## src/rtl/mult_div_pkg.sv

```systemverilog
// Shared types and constants for the multicycle signed MULT/DIV engine.
// Holds the FSM state and op encodings, the R-type funct codes the control
// unit decodes, default widths, and two small funct decode helpers.
package mult_div_pkg;

    localparam int unsigned DEFAULT_WIDTH = 32;
    localparam int unsigned DEFAULT_CNT_W = 6;

    typedef enum logic [1:0] {
        IDLE = 2'b00,
        RUN  = 2'b01,
        DONE = 2'b10
    } state_e;

    typedef enum logic {
        OP_MULT = 1'b0,
        OP_DIV  = 1'b1
    } op_e;

    localparam logic [5:0] FN_MULT = 6'h18;
    localparam logic [5:0] FN_DIV  = 6'h1a;
    localparam logic [5:0] FN_MFHI = 6'h10;
    localparam logic [5:0] FN_MFLO = 6'h12;

    // True for the functs that launch an operation on this unit.
    function automatic logic funct_starts_op(input logic [5:0] funct);
        return (funct == FN_MULT) || (funct == FN_DIV);
    endfunction

    // True for the functs that read back HI/LO.
    function automatic logic funct_reads_hilo(input logic [5:0] funct);
        return (funct == FN_MFHI) || (funct == FN_MFLO);
    endfunction

endpackage

```

## src/rtl/mult_div_if.sv

```systemverilog
// Request/result bundle between the control unit (master) and the MULT/DIV
// engine (slave).
//   start_mult, start_div : one-cycle requests, sampled with a and b
//   a, b                  : operands
//   busy, done, div_zero  : engine status
//   hi, lo                : result registers
interface mult_div_if #(
    parameter int unsigned WIDTH = mult_div_pkg::DEFAULT_WIDTH
);
    import mult_div_pkg::*;

    logic             start_mult;
    logic             start_div;
    logic [WIDTH-1:0] a;
    logic [WIDTH-1:0] b;
    logic             busy;
    logic             done;
    logic             div_zero;
    logic [WIDTH-1:0] hi;
    logic [WIDTH-1:0] lo;

    modport master (
        output start_mult, start_div, a, b,
        input  busy, done, div_zero, hi, lo
    );

    modport slave (
        input  start_mult, start_div, a, b,
        output busy, done, div_zero, hi, lo
    );

endinterface

```

## src/rtl/mult_div_unit_div_step.sv

```systemverilog
// One restoring-division step on magnitudes.
//   rem_in    : partial remainder, always < divisor
//   bit_in    : next dividend bit shifted in at the bottom
//   divisor   : divisor magnitude
//   rem_out_c : new partial remainder
//   q_bit_c   : quotient bit produced by this step
module div_step #(
    parameter int unsigned WIDTH = mult_div_pkg::DEFAULT_WIDTH
) (
    input  logic [WIDTH-1:0] rem_in,
    input  logic             bit_in,
    input  logic [WIDTH-1:0] divisor,
    output logic [WIDTH-1:0] rem_out_c,
    output logic             q_bit_c
);
    import mult_div_pkg::*;

    logic [WIDTH:0] shifted;

    // Shifted remainder can reach 2*divisor-1, so compare at WIDTH+1 bits.
    // Either result is < divisor and therefore fits back into WIDTH bits.
    always_comb begin
        shifted   = {rem_in, bit_in};
        q_bit_c   = (shifted >= {1'b0, divisor});
        rem_out_c = q_bit_c ? WIDTH'(shifted - {1'b0, divisor}) : WIDTH'(shifted);
    end

endmodule

```

## src/rtl/mult_div_unit.sv

```systemverilog
// Multicycle signed MULT/DIV engine.
//   clk, reset : clock, synchronous active-high reset
//   bus        : slave side of mult_div_if (starts, operands, busy/done,
//                div_zero, hi/lo results)
// MULT is shift-add and DIV is restoring division, both on operand magnitudes
// in a shared 2*WIDTH accumulator, one iteration per RUN cycle. A shared sign
// fix-up stage negates the result on the final RUN edge.
module mult_div_unit
    import mult_div_pkg::*;
#(
    parameter int unsigned WIDTH = DEFAULT_WIDTH,
    parameter int unsigned CNT_W = DEFAULT_CNT_W
) (
    input  logic       clk,
    input  logic       reset,
    mult_div_if.slave  bus
);

    localparam int unsigned ACC_W = 2 * WIDTH;

    state_e             state_q, state_d;
    op_e                op_q, op_d;
    logic [CNT_W-1:0]   cnt_q, cnt_d;
    logic [ACC_W-1:0]   acc_q, acc_d;
    logic [WIDTH-1:0]   opnd_q, opnd_d;
    logic               neg_q, neg_d;
    logic               sign_a_q, sign_a_d;
    logic               busy_q, busy_d;
    logic               done_q, done_d;
    logic               div_zero_q, div_zero_d;
    logic [WIDTH-1:0]   hi_q, hi_d;
    logic [WIDTH-1:0]   lo_q, lo_d;

    // Operand signs and magnitudes at the accepting edge.
    logic               sign_a_c, sign_b_c;
    logic [WIDTH-1:0]   mag_a_c, mag_b_c;

    assign sign_a_c = bus.a[WIDTH-1];
    assign sign_b_c = bus.b[WIDTH-1];
    assign mag_a_c  = sign_a_c ? (~bus.a + WIDTH'(1)) : bus.a;
    assign mag_b_c  = sign_b_c ? (~bus.b + WIDTH'(1)) : bus.b;

    // Shift-add step: upper half accumulates the multiplicand, then shift right.
    logic [WIDTH:0]     mult_sum_c;
    logic [ACC_W-1:0]   mult_next_c;

    assign mult_sum_c  = {1'b0, acc_q[ACC_W-1:WIDTH]}
                       + (acc_q[0] ? {1'b0, opnd_q} : {(WIDTH+1){1'b0}});
    assign mult_next_c = {mult_sum_c, acc_q[WIDTH-1:1]};

    // Restoring step: upper half is the remainder, lower half shifts the
    // dividend out at the top and the quotient in at the bottom.
    logic [WIDTH-1:0]   div_rem_c;
    logic               div_q_bit_c;
    logic [ACC_W-1:0]   div_next_c;

    div_step #(.WIDTH(WIDTH)) u_div_step (
        .rem_in    (acc_q[ACC_W-1:WIDTH]),
        .bit_in    (acc_q[WIDTH-1]),
        .divisor   (opnd_q),
        .rem_out_c (div_rem_c),
        .q_bit_c   (div_q_bit_c)
    );

    assign div_next_c = {div_rem_c, acc_q[WIDTH-2:0], div_q_bit_c};

    logic [ACC_W-1:0]   step_c;
    assign step_c = (op_q == OP_MULT) ? mult_next_c : div_next_c;

    // Shared sign fix-up. MULT negates the full 2*WIDTH product: the upper
    // half carries in only when the lower half is zero. DIV negates quotient
    // and remainder independently (remainder follows the sign of a).
    logic [WIDTH-1:0]   hi_raw_c, lo_raw_c, hi_fix_c, lo_fix_c;
    logic               neg_hi_c, hi_cin_c;

    assign hi_raw_c = step_c[ACC_W-1:WIDTH];
    assign lo_raw_c = step_c[WIDTH-1:0];
    assign neg_hi_c = (op_q == OP_MULT) ? neg_q : sign_a_q;
    assign hi_cin_c = (op_q == OP_MULT) ? (lo_raw_c == '0) : 1'b1;
    assign lo_fix_c = neg_q    ? (~lo_raw_c + WIDTH'(1))        : lo_raw_c;
    assign hi_fix_c = neg_hi_c ? (~hi_raw_c + WIDTH'(hi_cin_c)) : hi_raw_c;

    // State and datapath registers.
    always_ff @(posedge clk) begin
        if (reset) begin
            state_q    <= IDLE;
            op_q       <= OP_MULT;
            cnt_q      <= '0;
            acc_q      <= '0;
            opnd_q     <= '0;
            neg_q      <= 1'b0;
            sign_a_q   <= 1'b0;
            busy_q     <= 1'b0;
            done_q     <= 1'b0;
            div_zero_q <= 1'b0;
            hi_q       <= '0;
            lo_q       <= '0;
        end else begin
            state_q    <= state_d;
            op_q       <= op_d;
            cnt_q      <= cnt_d;
            acc_q      <= acc_d;
            opnd_q     <= opnd_d;
            neg_q      <= neg_d;
            sign_a_q   <= sign_a_d;
            busy_q     <= busy_d;
            done_q     <= done_d;
            div_zero_q <= div_zero_d;
            hi_q       <= hi_d;
            lo_q       <= lo_d;
        end
    end

    // Next-state and datapath control.
    always_comb begin
        state_d    = state_q;
        op_d       = op_q;
        cnt_d      = cnt_q;
        acc_d      = acc_q;
        opnd_d     = opnd_q;
        neg_d      = neg_q;
        sign_a_d   = sign_a_q;
        div_zero_d = div_zero_q;
        hi_d       = hi_q;
        lo_d       = lo_q;

        case (state_q)
            IDLE: begin
                if (bus.start_mult || bus.start_div) begin
                    state_d    = RUN;
                    cnt_d      = '0;
                    div_zero_d = 1'b0;
                    sign_a_d   = sign_a_c;
                    neg_d      = sign_a_c ^ sign_b_c;
                    // MULT has priority when both starts arrive together.
                    if (bus.start_mult) begin
                        op_d   = OP_MULT;
                        opnd_d = mag_a_c;
                        acc_d  = {{WIDTH{1'b0}}, mag_b_c};
                    end else begin
                        op_d   = OP_DIV;
                        opnd_d = mag_b_c;
                        acc_d  = {{WIDTH{1'b0}}, mag_a_c};
                    end
                end
            end
            RUN: begin
                // A zero divisor leaves after the operand-latch cycle with
                // no iterations and hi/lo untouched.
                if ((op_q == OP_DIV) && (cnt_q == '0) && (opnd_q == '0)) begin
                    state_d    = DONE;
                    div_zero_d = 1'b1;
                end else begin
                    acc_d = step_c;
                    cnt_d = cnt_q + CNT_W'(1);
                    if (cnt_q == CNT_W'(WIDTH - 1)) begin
                        state_d = DONE;
                        cnt_d   = '0;
                        hi_d    = hi_fix_c;
                        lo_d    = lo_fix_c;
                    end
                end
            end
            DONE: begin
                state_d = IDLE;
            end
            default: begin
                state_d = IDLE;
            end
        endcase

        busy_d = (state_d != IDLE);
        done_d = (state_d == DONE);
    end

    assign bus.busy     = busy_q;
    assign bus.done     = done_q;
    assign bus.div_zero = div_zero_q;
    assign bus.hi       = hi_q;
    assign bus.lo       = lo_q;

endmodule

```

## src/flat_wrapper.sv

```systemverilog
// flat-port wrapper written by rule: the top's interface ports become plain ports
module mult_div_unit_flat import mult_div_pkg::*;
#(
    parameter int unsigned WIDTH = DEFAULT_WIDTH,
    parameter int unsigned CNT_W = DEFAULT_CNT_W
)
  (clk, reset, bus_start_mult, bus_start_div, bus_a, bus_b, bus_busy, bus_done, bus_div_zero, bus_hi, bus_lo);
  mult_div_if #(.WIDTH(WIDTH)) bus_i ();
  input  logic clk;
  input  logic reset;
  input wire logic [$bits(bus_i.start_mult)-1:0] bus_start_mult;
  input wire logic [$bits(bus_i.start_div)-1:0] bus_start_div;
  input wire logic [$bits(bus_i.a)-1:0] bus_a;
  input wire logic [$bits(bus_i.b)-1:0] bus_b;
  output wire logic [$bits(bus_i.busy)-1:0] bus_busy;
  output wire logic [$bits(bus_i.done)-1:0] bus_done;
  output wire logic [$bits(bus_i.div_zero)-1:0] bus_div_zero;
  output wire logic [$bits(bus_i.hi)-1:0] bus_hi;
  output wire logic [$bits(bus_i.lo)-1:0] bus_lo;
  assign bus_i.start_mult = bus_start_mult;
  assign bus_i.start_div = bus_start_div;
  assign bus_i.a = bus_a;
  assign bus_i.b = bus_b;
  assign bus_busy = bus_i.busy;
  assign bus_done = bus_i.done;
  assign bus_div_zero = bus_i.div_zero;
  assign bus_hi = bus_i.hi;
  assign bus_lo = bus_i.lo;
  mult_div_unit #(.WIDTH(WIDTH), .CNT_W(CNT_W)) u_core (.clk(clk), .reset(reset), .bus(bus_i));
endmodule
```

## config.mk

```make
export PLATFORM = sky130hd
export DESIGN_NAME = mult_div_unit_flat
export DESIGN_NICKNAME = d
export VERILOG_FILES = /design/src/rtl/mult_div_pkg.sv /design/src/rtl/mult_div_if.sv /design/src/rtl/mult_div_unit_div_step.sv /design/src/rtl/mult_div_unit.sv /design/src/flat_wrapper.sv
export SDC_FILE = /design/constraint.sdc
export NUM_CORES = 1
export LEC_CHECK = 0
export ABC_AREA = 1
export ABC_CLOCK_PERIOD_IN_PS = 12070
export BUFFER_PORTS_ARGS = -buffer_cell sky130_fd_sc_hd__clkbuf_2
export CORE_ASPECT_RATIO = 0.6
export CORE_UTILIZATION = 35
export CTS_CLUSTER_DIAMETER = 50
export DETAILED_ROUTE_END_ITERATION = 10
export HOLD_SLACK_MARGIN = 0.02
export PLACE_DENSITY_LB_ADDON = 0.08
export RECOVER_POWER = 50
export SYNTH_ARGS = -nofsm -noshare
export SYNTH_HDL_FRONTEND = slang
export SYNTH_SLANG_ARGS = --single-unit
```

## constraint.sdc

```tcl
create_clock -name clk -period 12.07 [get_ports clk]
set_input_delay 1.207 -clock clk [delete_from_list [all_inputs] [get_ports clk]]
set_output_delay 1.207 -clock clk [all_outputs]
set_load 0.005 [all_outputs]
```

## Yosys cells after proc, flatten, opt, wreduce, memory -nomap -nowiden

Index checks and enable logic that the tools add are counted.

- Bits in latches: 0
- Bits in writable memories: 0
- Input bits: 68
- Memory bits (read-only): 0
- Memories: 0
- Logic and storage cells: 71
- Register bits: 174

- Magnitude comparators: 1
- Reduce and logical (&&, ||, !) cells: 13
- Div/mod/pow operators: 0
- $mul: 0
- Shifts and indexed selects: 0
- Multiplexer cells: 26
- Bitwise logic cells: 6
- Add/sub/neg operators: 7
- Eq/ne operators: 6

Operator list:

| operator | count |
|---|---|
| 32-bit two-way mux | 8 |
| 64-bit two-way mux | 3 |
| 32-bit inverter | 4 |
| 64-bit one-hot mux with 2 select lines | 1 |
| 32-bit by 1-bit adder with 32-bit output (second input constant) | 3 |
| 32-bit zero test | 2 |
| 32-bit by 32-bit adder with 33-bit output | 1 |
| 33-bit by 32-bit >= comparator with 1-bit output | 1 |
| 32-bit by 1-bit adder with 32-bit output | 1 |
| 32-bit subtractor | 1 |
| 6-bit two-way mux | 3 |
| 6-bit one-hot mux with 2 select lines | 1 |
| 3-bit AND reduction | 3 |
| 6-bit by 1-bit adder with 6-bit output (second input constant) | 1 |
| 6-bit by 5-bit == test with 1-bit output (second input constant) | 1 |
| 6-bit zero test | 1 |
| 2-bit two-way mux | 3 |
| 1-bit two-way mux | 5 |
| 2-bit by 1-bit inequality test with 1-bit output (second input constant) | 2 |
| 2-bit one-hot mux with 2 select lines | 1 |
| 2-bit nonzero test | 2 |
| 2-bit by 1-bit == test with 1-bit output (second input constant) | 1 |
| 2-bit == test (second input constant) | 1 |
| 1-bit logical AND | 2 |
| other kinds (7) | 7 |

## Logic depth before layout (Yosys ltp)

Gate-level depths: netlist of the first run.

- Word-level depth: 7
- Depth in mapped cells: 36
- Depth with buffers taken out: 36

## By module

A second synthesis of the first run with hierarchy kept.

- Cell total of the unflattened synthesis: 2974
- Area, all modules: 16995.0 sq um

Modules (own cells, without submodules):

| module | instances | area each (sq um) | cells an instance | seq. area each (sq um) |
|---|---|---|---|---|
| mult_div_unit | 1 | 13834.5 | 2327 | 3483.3 |
| div_step | 1 | 3160.5 | 647 | 0.0 |

## Least setup slack after synthesis of the first run

Ideal clock, no wire load.

- Kind: register to register
- Start: register u_core.opnd_q[15]
- End: register u_core.hi_q[20], in the netlist u_core.bus.hi[20]
- Buffers on the path: 0
- Library setup time: 0.114 ns
- Cell stages (with the launch flop): 35
- Arrival time: 4.060 ns
- Setup slack: 7.896 ns
- Cell sequence: dfxtp_1 -> inv_1 -> ha_1 -> nand2_2 -> inv_1 -> nand2_1 -> nand2_1 -> o21bai_2 -> inv_2 -> nand2_4 -> nand2_8 -> nand3_2 -> o21ai_2 -> ha_1 -> nand3_1 -> nor3_1 -> nand2_1 -> nor3_1 -> nand4_1 -> nor2_1 -> nand3_1 -> inv_1 -> nand4_1 -> o21ai_0 -> ha_1 -> a21boi_1 -> nand2_2 -> nor2_4 -> nand2_2 -> nand2_4 -> nand2_2 -> nand2_1 -> nand2_1 -> o21bai_1 -> inv_1

- Word-level cells in the longest chain between the ends: 6

RTL lines:

| element | line | text |
|---|---|---|
| start: declaration | mult_div_unit.sv:25 | `logic [WIDTH-1:0] opnd_q, opnd_d;` |
| start signal: assignment | mult_div_unit.sv:103 | `opnd_q <= opnd_d;` |
| 33-bit by 32-bit >= comparator with 1-bit output (tied with other cells) | mult_div_unit_div_step.sv:24 | `q_bit_c = (shifted >= {1'b0, divisor});` |
| 64-bit two-way mux (tied with other cells) | mult_div_unit.sv:68 | `assign step_c = (op_q == OP_MULT) ? mult_next_c : div_next_c;` |
| 32-bit zero test or 64-bit two-way mux (tied branches) | mult_div_unit.sv:79, mult_div_unit.sv:68 |  |
| 1-bit two-way mux or 32-bit inverter (tied branches) | mult_div_unit.sv:79, mult_div_unit.sv:81 |  |
| 32-bit by 1-bit adder with 32-bit output | mult_div_unit.sv:81 | `assign hi_fix_c = neg_hi_c ? (~hi_raw_c + WIDTH'(hi_cin_c)) : hi_raw_c;` |
| 32-bit two-way mux | mult_div_unit.sv:81 |  |
| end signal: assignment | mult_div_unit.sv:109 | `hi_q <= hi_d;` |
| end: declaration | mult_div_unit.sv:31 | `logic [WIDTH-1:0] hi_q, hi_d;` |

Parallel ways exist; a longest one is shown, timed or not.
A chain may end at the register's enable or synchronous reset.

==> results of run 1 <==
==> synthesized netlist by cell type (4+ instances only) <==
cell	number	area share, %
ha_1	71	5.3
nand4_1	49	1.8
nand2_2	27	1.0
o21bai_1	10	0.45
inv_1	466	11
nor2_2	23	0.86
buf_4	4	0.18
o22ai_1	39	1.5
o21ai_0	184	5.5
buf_2	13	0.39
buf_6	5	0.34
and2_1	4	0.15
o31ai_1	9	0.41
o21ai_1	6	0.18
nand3_1	186	5.6
xor2_1	65	3.4
nor3_1	25	0.75
a21oi_2	4	0.21
a21oi_1	134	4.0
xnor2_1	20	1.1
o211ai_1	22	0.99
a31oi_1	14	0.53
nand2_1	819	18
buf_1	10	0.23
clkinv_1	4	0.090
or2_2	10	0.38
clkbuf_1	62	1.4
nand2_4	4	0.27
nand3_2	8	0.48
dfxtp_1	174	21
inv_2	8	0.18
o21a_1	19	0.86
nor2_1	266	6.0
a22oi_1	7	0.32
nor4_1	16	0.60
nand3b_1	22	0.99
a221oi_1	10	0.53
o221ai_1	16	0.84
==> how the worst max path moves through the flow <==
stage | end | slack (ps)
floorplan | u_core.bus.hi[20] | 7900
global placement | u_core.bus.hi[29] | 6340
detailed placement | u_core.bus.hi[18] | 6300
CTS | u_core.bus.hi[18] | 6280
global route | u_core.neg_q | 5620
finish | u_core.neg_q | 5760
==> stage by stage <==
stage          total power (µW)  instances  area [µm²]  hold slack [ps]  setup slack [ps]
2_1_floorplan              1330       2867       16600              440              7900
3_3_place_gp               1700       3566       17900              452              6340
3_5_place_dp               1690       3566       17900              465              6300
4_1_cts                    2300       3598       18500              478              6280
5_1_grt                    2460       3598       18400              510              5620
6_report                   2340       3598       18400              489              5760
==> report_power, final <==
group / leakage (µW) / total (µW) / switching (µW) / internal [µW]
Combinational: 0.00790 / 1080 / 795 / 289
Clock: 0.000302 / 612 / 312 / 299
Sequential: 0.00142 / 642 / 39.1 / 603
Total: 0.00961 / 2340 / 1150 / 1190
==> registers in the layout, indices dropped and copies added (netlist names) <==
register             flops
u_core.cnt_q             6
u_core.bus.div_zero      1
u_core.opnd_q           32
u_core.op_q              1
u_core.neg_q             1
u_core.state_q           2
u_core.bus.lo           32
u_core.bus.busy          1
u_core.acc_q            64
u_core.sign_a_q          1
u_core.bus.done          1
u_core.bus.hi           32
==> cell families after synthesis <==
group / synth area share, %
AO/OA/AOI/OAI: 17.1
XOR/XNOR: 4.47
adder cells (fa/ha/maj): 5.58
buffers and inverters: 13.5
flip-flops: 20.9
multiplexers: 0.0602
AND/OR/NAND/NOR: 38.3
==> critical path: cells and delay by family <==
family | cells | cell delay [ps]
buffers and inverters | 4 | 4270
AO/OA/AOI/OAI | 2 | 1160
==> metal layers <==
layer	track usage (%)	share of wire [%]
met5	1.70	0.14
met2	39.5	34
met3	13.7	13
met1	52.1	51
met4	4.56	0.85
==> cell type report <==
| cell class | instances | area share [%] |
|---|---|---|
| well taps | 630 | 4.27 |
| clock inverters | 15 | 1.03 |
| multi-input cells | 2119 | 59.2 |
| clock buffers | 17 | 2.31 |
| inverters | 478 | 9.73 |
| flip-flops and latches | 174 | 18.9 |
| repair buffers | 165 | 4.54 |
==> summary.md, run 1 <==
| Metric | Value |
|---|---|
| Global route total overflow | `0` |
| EDFF count, synth | `0` |
| Commonest non-fill, non-tap cells in the layout | `nand2_1, inv_1, nor2_1` |
| Worst Hold Path EP | `u_core.acc_q[3]` |
| Commonest non-fill, non-tap cell in the layout | `nand2_1` |
| Cell Chain, Critical Path | `clkbuf_2 > clkbuf_1 > inv_1 > clkbuf_1 > o21ai_0 > a21oi_1` |
| Fmax | `0.158 GHz` |
| Via count | `19502` |
| Clock Skews | `around 18 ps` |
| Num ports | `135` |
| Post-detail-place hpwl | `66400 µm` |
| Area Growth Syn to Fin | `10.9%` |
| CP startpoint kind | `input pin` |
| Final net count | `between 3000 and 4000` |
| Post-CTS setup repair buffer count | `0` |
| Power Density | `127 nW/µm²` |
| Final Hold Viols | `0` |
| Final-layout fill cell count | `5254` |
| Row count | `61` |
| WL/cell | `22.5 µm` |
| Largest net degree at the start of global routing | `108` |
| Clk buf depth | `2` |
| Critical path origin | `reset` |
| Async set or reset register ratio after synthesis | `0%` |
| DRC viols | `0` |
| RSZ-0062 raised after global routing | `no` |
| Register-to-register setup slack | `just over 6000 ps` |
| Layout cells sized above 1 | `8.79%` |
| Sum of negative setup slack | `0 ps` |
| Tightest Pin Transition | `~2500 ps` |
| Total CTS buffers | `17` |
| Hold buffer count at CTS | `0` |
| Area occupied by multi-input gates | `roughly 11000 µm²` |
| Core Footprint | `46600 µm²` |
| Leak Pwr | `between 0.009 and 0.01 µW` |
| Synthesized area per cell | `5.80 µm²` |
| Yosys reg bits | `174` |
| Vias in the first global route | `17140` |
| Antenna violations before repair | `2` |
| Critical path's slowest cell | `clkbuf_1` |
| DRT Wirelength | `81000 µm` |
| Global-route wire length before repair | `116000 µm` |
| Final GP Congestion | `1.01` |
| Die Y | `between 150 and 200 µm` |
| Critical path arrival | `around 6700 ps` |
| CP Capture Type | `flip-flop` |
| Initial DRC count | `2390` |
| Slowest cell delay on critical path | `1830 ps` |
| Setup CP Type | `in -> reg` |
| Vias per cell | `about 5.4` |
| Cells after synthesis | `approximately 2900` |
| Required @ worst endpoint | `12440 ps` |
| Minimum clock period | `6310 ps` |
| Cts repair resizes | `0` |
| All-Layer GR Usage | `between 30% and 40%` |
| HP Class | `reg -> reg` |
| Yosys cell types | `57` |
| TritonCTS clock tree | `yes` |
| Setup Viol. Count Final | `0` |
| CTS Sinks | `174` |
| Final period utilization | `a little over half` |
| CTS H-tree depth | `4` |
| Launch point of the worst reg-to-reg path | `u_core.opnd_q[29]` |
| Most used DFF post-synth | `dfxtp_1` |
| Final Max Tran Viols | `241` |
| R2R Path End | `u_core.bus.hi[29]` |
| Post-layout util | `between 30% and 40%` |
| Warnings from Yosys | `0` |
| Register area | `3490 µm²` |
| Port Buffers | `134` |
| Number of antenna-violating nets in the routed design | `0` |
| Peak supply drop | `0.000100 V` |
| Most used cell, CP | `clkbuf_1` |
| Initial Util | `between 30% and 40%` |
| Reg2reg path depth | `35` |
| Min-Delay Path Depth | `2` |
| Clock slew at reported path FFs | `80 ps` |
| Violations in the final reports | `capacitance limit, slew limit` |
| Clock tree root driver cell | `clkbuf_16` |
| Worst Hold Launch | `u_core.acc_q[3]` |
| Diodes inserted | `0` |
| Max_cap viols | `6` |
| TritonRoute pass-1 iters | `6` |
| Clk_lat worst skew | `470 ps` |
| Total die area | `48500 µm²` |
| Sequential fraction of the synthesis area | `20.9%` |
| Status | `complete, but fails checks` |
| Die Wd | `284 µm` |
| Slew Limit Headroom | `-64.1%` |
| Cell area after synthesis | `16600 µm²` |
| Syn_nets | `3008` |
| CP max FO | `57` |
No activity file was read; power rests on OpenSTA's default activity.
==> run 2, diff against run 1 <==
- ABC_AREA: 1 -> 0
- ABC_CLOCK_PERIOD_IN_PS: 12070 -> 5350
- clock period: 12.07 -> 5.35 ns (I/O delays scaled with it)
==> run 2 against run 1 <==
The flow still finishes with violations (capacitance limit, slew limit). Register-to-register slack worse by 5900 ps. Largest power group unchanged. Synthesized area is 10% lower. Critical endpoint is now u_core.bus.hi[25]. Clock skew is 7.1 ps higher. Cell count is 23% lower. Design area is 5.9% lower. Critical path type is now reg -> reg. Core utilization is 1.8 points higher. Largest cell class unchanged. Sequential share of layout area is 1.2 points higher. Power is 110% higher.
==> summary.md, run 2 <==
| Metric | Value |
|---|---|
| Critical path origin | `u_core.acc_q[0]` |
| Post-synth top area share | `23.3%` |
| M3 GR Usage | `10.3%` |
| Vias per cell | `5.83` |
| Row count | `a little under 60` |
| Syn_nets | `roughly 2200` |
| Sequential share of power | `29.5%` |
| Launch point of the worst reg-to-reg path | `u_core.acc_q[0]` |
| HP Class | `reg -> reg` |
| Post-layout util | `between 40% and 50%` |
| CP max FO | `20` |
| Sum of negative setup slack | `0 ps` |
| GRT busiest layer | `met1` |
| Warnings from Yosys | `0` |
| All-Layer GR Usage | `29.6%` |
| Port Buffers | `134` |
| TritonCTS clock tree | `yes` |
| Max_cap viols | `2` |
| Minimum clock period | `5070 ps` |
| Final Hold Viols | `0` |
| Commonest non-fill, non-tap cells in the layout | `nand2_1, nor2_1, dfxtp_1` |
| Total die area | `43500 µm²` |
| Sequential fraction of the synthesis area | `23.3%` |
| Fmax | `0.197 GHz` |
| Critical path arrival | `5360 ps` |
| Reg2reg path depth | `13` |
| Max reg flops | `between 60 and 70` |
| Status | `complete, but fails checks` |
| Final period utilization | `94.8%` |
| CP startpoint kind | `flip-flop` |
| Initial Util | `35.6%` |
| TritonRoute pass-1 iters | `7` |
| Critical path's slowest cell | `a2111oi_0` |
| Num ports | `135` |
| Yosys cell types | `between 90 and 100` |
| WP depth | `13` |
| Register-to-register setup slack | `between 200 and 300 ps` |
| CTS H-tree depth | `4` |
| Clock tree root driver cell | `clkbuf_16` |
| Required @ worst endpoint | `5640 ps` |
| Area Growth Syn to Fin | `16.3%` |
| Initial DRC count | `2005` |
| Synthesized area per cell | `7.36 µm²` |
| CTS Sinks | `174` |
| Most frequent cells after synthesis | `nand2_1, nor2_1, dfxtp_1` |
| Async set or reset register ratio after synthesis | `0%` |
| Total CTS buffers | `17` |
| Clock network power share | `a little over a quarter` |
| Leak Pwr | `just under 0.007 µW` |
| Violations in the final reports | `capacitance limit, slew limit` |
| Placed cell count | `2733` |
| Core Footprint | `41900 µm²` |
| Switching pwr | `2180 µW` |
| Internal power | `2740 µW` |
| CP Capture Type | `flip-flop` |
| R2R Path End | `u_core.bus.hi[25]` |
| Die Wd | `between 200 and 300 µm` |
| Vias in the first global route | `13939` |
| Largest net degree at the start of global routing | `85` |
| Global-route wire length before repair | `94500 µm` |
| Area contributors post-synth | `dfxtp_1, nand2_1, ha_1` |
| Die Y | `~160 µm` |
| RSZ-0062 raised after global routing | `no` |
| Clock Skews | `24.8 ps` |
| Final net count | `around 2300` |
| Final GP Congestion | `0.990` |
| Slowest cell delay on critical path | `870 ps` |
| Switching Fraction | `44.2%` |
| DRC viols | `0` |
| Clk buf depth | `2` |
| Most used DFF post-synth | `dfxtp_1` |
| Antenna violations before repair | `1` |
| Top reg by flops | `u_core.acc_q` |
| Cells after synthesis | `approximately 2000` |
| Slew Limit Headroom | `-155%` |
| EDFF count, synth | `0` |
| CP bufs+invs | `0` |
| Yosys reg bits | `174` |
| Setup CP Type | `reg -> reg` |
| Clk_lat worst skew | `470 ps` |
| Number of antenna-violating nets in the routed design | `0` |
| WL/cell | `23.6 µm` |
| Global route total overflow | `0` |
| Layout cells sized above 1 | `14.3%` |
| Cell Chain, Critical Path | `and2_1 > ha_1 > a211oi_1 > o21ai_1 > o21a_1 > or3_1 > a2111oi_0 > o21ai_0 > a31oi_4 > nand3_2 > o41ai_2 > xnor2_1 > a211oi_2` |
| Met1 Use GR | `49.5%` |
| Fin cells | `2766` |
| Tightest Pin Transition | `between 3000 and 4000 ps` |
| Post-detail-place hpwl | `roughly 53000 µm` |
| Setup crit end | `u_core.bus.hi[25]` |
| Diodes inserted | `0` |
| Commonest non-fill, non-tap cell in the layout | `nand2_1` |
| Hold buffer count at CTS | `0` |
| CP delay by family, top | `compound AO/OA/AOI/OAI gates` |
| Final Max Tran Viols | `111` |
| Cell area after synthesis | `14900 µm²` |
| Peak supply drop | `0.000182 V` |
| Power Density | `roughly 280 nW/µm²` |
| Combinational share of power | `between 40% and 50%` |
| Most common cell in the netlist | `nand2_1` |
| GRT met2 Usage | `33.5%` |
| Via count | `~16000` |
| DRT Wirelength | `65300 µm` |
| Clock slew at reported path FFs | `80 ps` |
| Setup Viol. Count Final | `0` |
| Synth area leader | `dfxtp_1` |
## run 2: final cells by class
class	count	area, µm²
fill	4450	24600
multi-input combinational	1663	10800
sequential	174	3490
timing repair buffer	266	1590
tap	570	713
clock buffer	18	439
inverter	61	229
clock inverter	14	148
## run 2: stage by stage
step	setup WS, ps	hold WS [ps]	power (µW)	instance area [µm²]
floorplan	152	440	2740	14900
global placement	254	440	3570	16800
detailed placement	84.0	445	3560	16800
CTS	73.4	456	4860	17400
global route	64.2	474	5140	17400
finish	280	451	4920	17400
## run 2: worst min-delay path, delay by kind of cell, from the launching register on
family | cells | cell delay (ps)
DFF | 1 | 310
and+or+nand+nor | 1 | 50
AOI/OAI and AO/OA | 1 | 50
## run 2: kinds of logic (layout without fill, tap and decap cells)
kind of cell	Yosys count	in the layout	synth area share, %
mux	57	57	3.89
flops	174	174	23.3
fa+ha+maj	73	73	6.22
buf+inv	192	359	5.19
compound gates	598	598	27.6
xor+xnor	142	142	8.33
simple gates	793	793	25.5
## run 2: worst min-delay path by stage
stage / start / to / slack, ps / depth (start not counted)
finish: u_core.bus.lo[31] / u_core.bus.lo[31] / 450 / 2
global route: u_core.bus.lo[19] / u_core.bus.lo[19] / 470 / 2
CTS: u_core.bus.lo[31] / u_core.bus.lo[31] / 460 / 2
detailed placement: u_core.bus.lo[11] / u_core.bus.lo[11] / 440 / 2
global placement: u_core.bus.lo[10] / u_core.bus.lo[10] / 440 / 2
floorplan: u_core.opnd_q[3] / u_core.opnd_q[3] / 440 / 2
## run 2: power groups by stage
stage	Combinational [µW]	Clock (µW)	Sequential, µW
finish	2170	1300	1450
global route	2310	1370	1460
CTS	2090	1320	1450
detailed placement	2080	0	1480
global placement	2100	0	1470
floorplan	1290	0	1450
## run 2: what timing repair did
action                     in CTS  in global routing
gates resized for setup         0                  9
setup endpoints to repair       0                 26
setup buffers                   0                  1
## run 2: per-layer routing
metal / vias to the layer above / part of all wire [%]
met2: 747 / 33
met1: 7620 / 53
met5: - / 0
li1: 7726 / -
met3: 38 / 12
met4: 0 / 1.4
